[src/rtl/msg_sender_pkg.sv]
// Shared types and constants for the message sender.
package msg_sender_pkg;

    localparam int HEADER_LEN = 8;
    localparam int SEQ_W      = 16;

    typedef enum logic [2:0] {
        IDLE,
        CLEAR,
        SETTLE,
        HDR_LOAD,
        HDR_GAP,
        DAT_LOAD,
        DAT_GAP,
        DONE
    } state_t;

    // Messages no longer than the header carry no data bytes.
    function automatic logic [15:0] dataBytesOf(input logic [15:0] msgByteCount);
        return (msgByteCount > 16'(HEADER_LEN)) ? (msgByteCount - 16'(HEADER_LEN)) : 16'd0;
    endfunction

endpackage

[src/rtl/msg_sender_if.sv]
// Bundle between msg_sender and its header generator, data memory and byte transmitter.
interface msg_sender_if;
    import msg_sender_pkg::*;

    logic             Send;
    logic             Busy;
    logic             Done;
    logic [SEQ_W-1:0] SequenceNumber;
    logic [15:0]      MsgByteCount;
    logic             HdrClearAddr;
    logic             HdrNextAddr;
    logic [7:0]       HdrByte;
    logic             HdrLast;
    logic             DataClearAddr;
    logic             DataNextAddr;
    logic [7:0]       DataByte;
    logic [7:0]       TxByte;
    logic             TxLoad;
    logic             TxReady;

    modport master (
        input  Send, MsgByteCount, HdrByte, HdrLast, DataByte, TxReady,
        output Busy, Done, SequenceNumber, HdrClearAddr, HdrNextAddr,
               DataClearAddr, DataNextAddr, TxByte, TxLoad
    );

    modport slave (
        output Send, MsgByteCount, HdrByte, HdrLast, DataByte, TxReady,
        input  Busy, Done, SequenceNumber, HdrClearAddr, HdrNextAddr,
               DataClearAddr, DataNextAddr, TxByte, TxLoad
    );

endinterface

[src/rtl/msg_sender_tx_byte_handshake.sv]
// Hands one byte to the transmitter when a load is requested and TxReady is high.
// Latency: TxLoad/TxByte registered, visible the cycle after acceptance.
// Backpressure: request simply waits while TxReady is low; accepted flags the handoff.
module tx_byte_handshake (
    input  logic       Clk,
    input  logic       Reset,
    input  logic       loadReq,
    input  logic [7:0] loadByte,
    input  logic       TxReady,
    output logic       accepted,
    output logic       TxLoad,
    output logic [7:0] TxByte
);

    assign accepted = loadReq & TxReady;

    always_ff @(posedge Clk) begin
        if (Reset) begin
            TxLoad <= 1'b0;
            TxByte <= 8'h00;
        end else begin
            TxLoad <= accepted;
            if (accepted) begin
                TxByte <= loadByte;
            end
        end
    end

endmodule

[src/rtl/msg_sender.sv]
// Sequences one message: clear addresses, stream 8 header bytes then data bytes to the TX.
// Latency: first TxLoad 4 cycles after Send, then one byte per 2 cycles; Done 1 cycle after last byte.
// Backpressure: each byte waits in its LOAD state until TxReady; Send ignored while Busy.
module msg_sender
    import msg_sender_pkg::*;
(
    input  logic         Clk,
    input  logic         Reset,
    msg_sender_if.master bus
);

    state_t           state;
    logic [15:0]      dataRemaining;
    logic [SEQ_W-1:0] seqNum;
    logic             busy;
    logic             done;
    logic             hdrClear;
    logic             hdrNext;
    logic             dataClear;
    logic             dataNext;

    logic             loadReq;
    logic [7:0]       loadByte;
    logic             accepted;
    logic             txLoad;
    logic [7:0]       txByte;

    assign loadReq  = (state == HDR_LOAD) || (state == DAT_LOAD);
    assign loadByte = (state == DAT_LOAD) ? bus.DataByte : bus.HdrByte;

    tx_byte_handshake u_tx (
        .Clk      (Clk),
        .Reset    (Reset),
        .loadReq  (loadReq),
        .loadByte (loadByte),
        .TxReady  (bus.TxReady),
        .accepted (accepted),
        .TxLoad   (txLoad),
        .TxByte   (txByte)
    );

    assign bus.TxLoad         = txLoad;
    assign bus.TxByte         = txByte;
    assign bus.Busy           = busy;
    assign bus.Done           = done;
    assign bus.SequenceNumber = seqNum;
    assign bus.HdrClearAddr   = hdrClear;
    assign bus.HdrNextAddr    = hdrNext;
    assign bus.DataClearAddr  = dataClear;
    assign bus.DataNextAddr   = dataNext;

    always_ff @(posedge Clk) begin
        if (Reset) begin
            state         <= IDLE;
            dataRemaining <= 16'd0;
            seqNum        <= '0;
            busy          <= 1'b0;
            done          <= 1'b0;
            hdrClear      <= 1'b0;
            hdrNext       <= 1'b0;
            dataClear     <= 1'b0;
            dataNext      <= 1'b0;
        end else begin
            done      <= 1'b0;
            hdrClear  <= 1'b0;
            hdrNext   <= 1'b0;
            dataClear <= 1'b0;
            dataNext  <= 1'b0;
            case (state)
                IDLE: begin
                    if (bus.Send) begin
                        busy      <= 1'b1;
                        hdrClear  <= 1'b1;
                        dataClear <= 1'b1;
                        state     <= CLEAR;
                    end
                end
                CLEAR: begin
                    dataRemaining <= dataBytesOf(bus.MsgByteCount);
                    state         <= SETTLE;
                end
                SETTLE: state <= HDR_LOAD;
                HDR_LOAD: begin
                    // The final header address is not advanced past.
                    if (accepted) begin
                        if (!bus.HdrLast) begin
                            hdrNext <= 1'b1;
                            state   <= HDR_GAP;
                        end else if (dataRemaining == 16'd0) begin
                            state <= DONE;
                        end else begin
                            state <= DAT_GAP;
                        end
                    end
                end
                HDR_GAP: state <= HDR_LOAD;
                DAT_LOAD: begin
                    if (accepted) begin
                        dataRemaining <= dataRemaining - 16'd1;
                        if (dataRemaining != 16'd1) begin
                            dataNext <= 1'b1;
                            state    <= DAT_GAP;
                        end else begin
                            state <= DONE;
                        end
                    end
                end
                DAT_GAP: state <= DAT_LOAD;
                DONE: begin
                    done   <= 1'b1;
                    busy   <= 1'b0;
                    seqNum <= seqNum + 1'b1;
                    state  <= IDLE;
                end
                default: state <= IDLE;
            endcase
        end
    end

endmodule

[src/flat_wrapper.sv]
// flat-port wrapper written by rule: the top's interface ports become plain ports
module msg_sender_flat import msg_sender_pkg::*;
  (Clk, Reset, bus_Send, bus_MsgByteCount, bus_HdrByte, bus_HdrLast, bus_DataByte, bus_TxReady, bus_Busy, bus_Done, bus_SequenceNumber, bus_HdrClearAddr, bus_HdrNextAddr, bus_DataClearAddr, bus_DataNextAddr, bus_TxByte, bus_TxLoad);
  msg_sender_if bus_i ();
  input  logic Clk;
  input  logic Reset;
  input wire logic [$bits(bus_i.Send)-1:0] bus_Send;
  input wire logic [$bits(bus_i.MsgByteCount)-1:0] bus_MsgByteCount;
  input wire logic [$bits(bus_i.HdrByte)-1:0] bus_HdrByte;
  input wire logic [$bits(bus_i.HdrLast)-1:0] bus_HdrLast;
  input wire logic [$bits(bus_i.DataByte)-1:0] bus_DataByte;
  input wire logic [$bits(bus_i.TxReady)-1:0] bus_TxReady;
  output wire logic [$bits(bus_i.Busy)-1:0] bus_Busy;
  output wire logic [$bits(bus_i.Done)-1:0] bus_Done;
  output wire logic [$bits(bus_i.SequenceNumber)-1:0] bus_SequenceNumber;
  output wire logic [$bits(bus_i.HdrClearAddr)-1:0] bus_HdrClearAddr;
  output wire logic [$bits(bus_i.HdrNextAddr)-1:0] bus_HdrNextAddr;
  output wire logic [$bits(bus_i.DataClearAddr)-1:0] bus_DataClearAddr;
  output wire logic [$bits(bus_i.DataNextAddr)-1:0] bus_DataNextAddr;
  output wire logic [$bits(bus_i.TxByte)-1:0] bus_TxByte;
  output wire logic [$bits(bus_i.TxLoad)-1:0] bus_TxLoad;
  assign bus_i.Send = bus_Send;
  assign bus_i.MsgByteCount = bus_MsgByteCount;
  assign bus_i.HdrByte = bus_HdrByte;
  assign bus_i.HdrLast = bus_HdrLast;
  assign bus_i.DataByte = bus_DataByte;
  assign bus_i.TxReady = bus_TxReady;
  assign bus_Busy = bus_i.Busy;
  assign bus_Done = bus_i.Done;
  assign bus_SequenceNumber = bus_i.SequenceNumber;
  assign bus_HdrClearAddr = bus_i.HdrClearAddr;
  assign bus_HdrNextAddr = bus_i.HdrNextAddr;
  assign bus_DataClearAddr = bus_i.DataClearAddr;
  assign bus_DataNextAddr = bus_i.DataNextAddr;
  assign bus_TxByte = bus_i.TxByte;
  assign bus_TxLoad = bus_i.TxLoad;
  msg_sender u_core (.Clk(Clk), .Reset(Reset), .bus(bus_i));
endmodule
[config.mk]
export PLATFORM = sky130hd
export DESIGN_NAME = msg_sender_flat
export DESIGN_NICKNAME = d
export VERILOG_FILES = /design/src/rtl/msg_sender_pkg.sv /design/src/rtl/msg_sender_if.sv /design/src/rtl/msg_sender_tx_byte_handshake.sv /design/src/rtl/msg_sender.sv /design/src/flat_wrapper.sv
export SDC_FILE = /design/constraint.sdc
export NUM_CORES = 1
export LEC_CHECK = 0
export CAP_MARGIN = 20
export CORE_ASPECT_RATIO = 0.7
export CORE_UTILIZATION = 53
export DETAILED_ROUTE_END_ITERATION = 16
export GPL_ROUTABILITY_DRIVEN = 0
export PLACE_DENSITY = 0.86
export SKIP_CTS_REPAIR_TIMING = 1
export SYNTH_ARGS = -nofsm -noshare
export SYNTH_HDL_FRONTEND = slang
export SYNTH_SLANG_ARGS = --single-unit
export TNS_END_PERCENT = 30
[constraint.sdc]
create_clock -name Clk -period 6.2 [get_ports Clk]
set_input_delay 0.93 -clock Clk [delete_from_list [all_inputs] [get_ports Clk]]
set_output_delay 0.93 -clock Clk [all_outputs]
set_load 0.02 [all_outputs]
==> summary.md <==
| Metric | Value |
|---|---|
| Status | finished, final reports clean |
| Area Growth Syn to Fin | 29.5% |
| Vias per cell | 5.79 |
| Reg2reg path depth | 5 |
| Share of layout cells above drive strength 1 | 4.85% |
| Gr usage total | 26.2% |
| Worst vdd ir | 131 µV |
| Slew Viols, Final | 0 |
| Die span in x | 86.7 µm |
| Hold crit path type | flip-flop to flip-flop |
| Worst-path clk slew | 0.09 ns |
| Worst Setup EP | u_core.dataRemaining[0] |
| First DRT Iteration DRCs | 299 |
| Slew Limit Headroom | 28.5% |
| Max frequency | 356 MHz |
| Vias | 2668 |
| Leak | 1.28 nW |
| Pre-Repair DR Iteration Count | 5 |
| R2r setup slk | 3.77 ns |
| Unrepaired setup endpoints after global routing | false |
| Final clock skew | 0.00538 ns |
| Port Buffers | 67 |
| Post-route minimum period | 2.81 ns |
| Tot Pwr | 780 µW |
| Worst path slowest cell | a21oi_1 |
| Critical setup path kind | input pin to flip-flop |
| Worst Tran Pin Value | 1.07 ns |
| Synthesized flop and latch total | 49 |
| Most area-consuming cells after synthesis | dfxtp_1 37%, nor2_1 6.5%, a21oi_1 6.4% |
| Most common cell on crit path | a21oi_1 |
| Die height | 61.3 µm |
| Synth top cells by count | 49 x dfxtp_1, 46 x nor2_1, 34 x a21oi_1 |
| CTS Sinks | 49 |
| CTS tree | done |
| Yosys cell types | 50 |
| # setup viols final | 0 |
| Final Cycle Share | 45.3% |
| Post-route DRC | 0 |
| N_diodes | 0 |
| Worst flop-to-flop path startpoint | u_core.state[1] |
| Worst slack at placement | 3.19 ns |
| Avg Inst Size Synth | 8.04 µm² |
| CTS H-tree lvls | 2 |
| Global route overflow | 0 |
| Pwr Density | 226 mW/mm² |
| Initial antenna violation count | 0 |
| WHS | 0.489 ns |
| CP max stage delay | 0.80 ns |
| Post-Syn Nets | 372 |
| Max FO, Critical Path | 12 |
| Crit path DAT | 3.04 ns |
| Starting Density | 55.3% |
| Vias in the first global route | 2294 |
| Worst setup path start | bus_MsgByteCount[5] |
| Yosys top cell area share | 36.9% |
| Largest net degree at the start of global routing | 40 |
| Worst skew pair latency | 0.31 ns |
| Critical Path End Type | flip-flop |
| NumNets Final | 432 |
| Routed WL per cell | 14.8 µm |
| EDFF count, synth | 0 |
| Mapped Cells | 331 |
| CP Launch Type | input pin |
| Critical R2R Capture | u_core.dataRemaining[0] |
| Ports | 68 |
| Num CTS Buffers | 5 |
| First-pass GRT wire length | 10800 µm |
| Cell area after synthesis | 0.00266 mm² |
| Core area | 0.00481 mm² |
| Seq/Total Area, Yosys | 36.9% |
| CTS root buf | clkbuf_8 |
| Maximum capacitance violations | 0 |
| Clock buffer depth | 2 |
| Cell with the most instances after synthesis | dfxtp_1 |
| Hold Vio Cnt, Final | 0 |
| Most used DFF post-synth | dfxtp_1 |
| Final worst slack | 3.39 ns |
| Num rows | 21 |
| Data required time at the worst endpoint | 6.43 ns |
| Synth area leader | dfxtp_1 |
| Yosys warning count | 0 |
| Crit-path cells | clkdlybuf4s50_1 > nor3_2 > and3_1 > a21oi_1 > a22oi_1 > a21oi_1 |
| DRT antenna net count | 0 |
| Die Area | 0.00531 mm² |
| DP Wirelength | 4940 µm |
| Setup TNS | 0 ns |
| Share of synthesized registers carrying an async set or reset | 0% |
| Final wirelength | 6820 µm |
## layer usage
metal	routed length, µm	GRT usage (%)	up-vias
li1	-	-	1315
met5	0	0	-
met2	3030	41.0	107
met1	3260	36.8	1241
met4	63	6.90	0
met3	462	6.03	5
## flip-flops by register name, indices dropped and copies added, names as in the netlist
signal                     count
u_core.bus.Busy                1
u_core.dataRemaining          16
u_core.u_tx.TxLoad             1
u_core.bus.SequenceNumber     16
u_core.state                   3
u_core.bus.DataNextAddr        1
u_core.bus.Done                1
u_core.bus.HdrNextAddr         1
u_core.u_tx.TxByte             8
u_core.bus.HdrClearAddr        1
## placed cells by master (no fill, tap or decap), drive strengths merged, types with 7 or more instances in the layout
master / instances
nor2: 46
clkdlybuf4s50: 67
nand2: 16
a21oi: 34
nand3: 14
nand4: 7
o21ai: 19
nor4: 12
xor2: 10
inv: 9
xnor2: 16
mux2i: 8
dfxtp: 49
nor3: 11
## cell type report
type	instances	area [µm²]
fillers	401	1360
clock inverters	2	10.0
clock buffers	6	72.6
flip-flops and latches	49	981
repair buffers	70	693
multi-input cells	256	1570
well taps	69	86.3
inverters	9	33.8
## cells by family after synthesis
kind of cell / synth area share (%)
multiplexers: 3.01
AO/OA/AOI/OAI: 18.0
XOR/XNOR: 8.56
flip-flops: 36.9
adder cells (fa/ha/maj): 1.88
AND/OR/NAND/NOR: 27.5
buffers and inverters: 4.19
## worst max-delay path, delay by kind of cell
family,cells,cell delay (ns)
compound gates,3,1.23
buf+inv,1,0.56
simple gates,2,0.31
## power by group
| group | internal, mW | switching (mW) |
|---|---|---|
| Clock | 0.0785 | 0.107 |
| Sequential | 0.337 | 0.0316 |
| Combinational | 0.103 | 0.123 |
| Total | 0.518 | 0.262 |
## per-stage QoR
stage | instances | util [%] | cell area, µm²
after floorplan | 331 | - | 2660
after global placement | 453 | 69.9 | 3360
after detailed placement | 453 | 69.9 | 3360
after CTS | 461 | 71.6 | 3440
after global routing | 461 | 71.6 | 3440
final | 461 | 71.6 | 3440
## how the worst min path moves through the flow
stage                     depth (start not counted)  slack [ns]               startpoint                      end
after floorplan                                   2        0.50  u_core.dataRemaining[5]  u_core.dataRemaining[5]
after global placement                            2        0.46    u_core.u_tx.TxByte[6]    u_core.u_tx.TxByte[6]
after detailed placement                          1        0.47          u_core.bus.Busy          u_core.bus.Busy
after CTS                                         1        0.49          u_core.bus.Busy          u_core.bus.Busy
after global routing                              2        0.52    u_core.u_tx.TxByte[7]    u_core.u_tx.TxByte[7]
final                                             2        0.49    u_core.u_tx.TxByte[1]    u_core.u_tx.TxByte[1]
(Power assumes the default switching activity.)
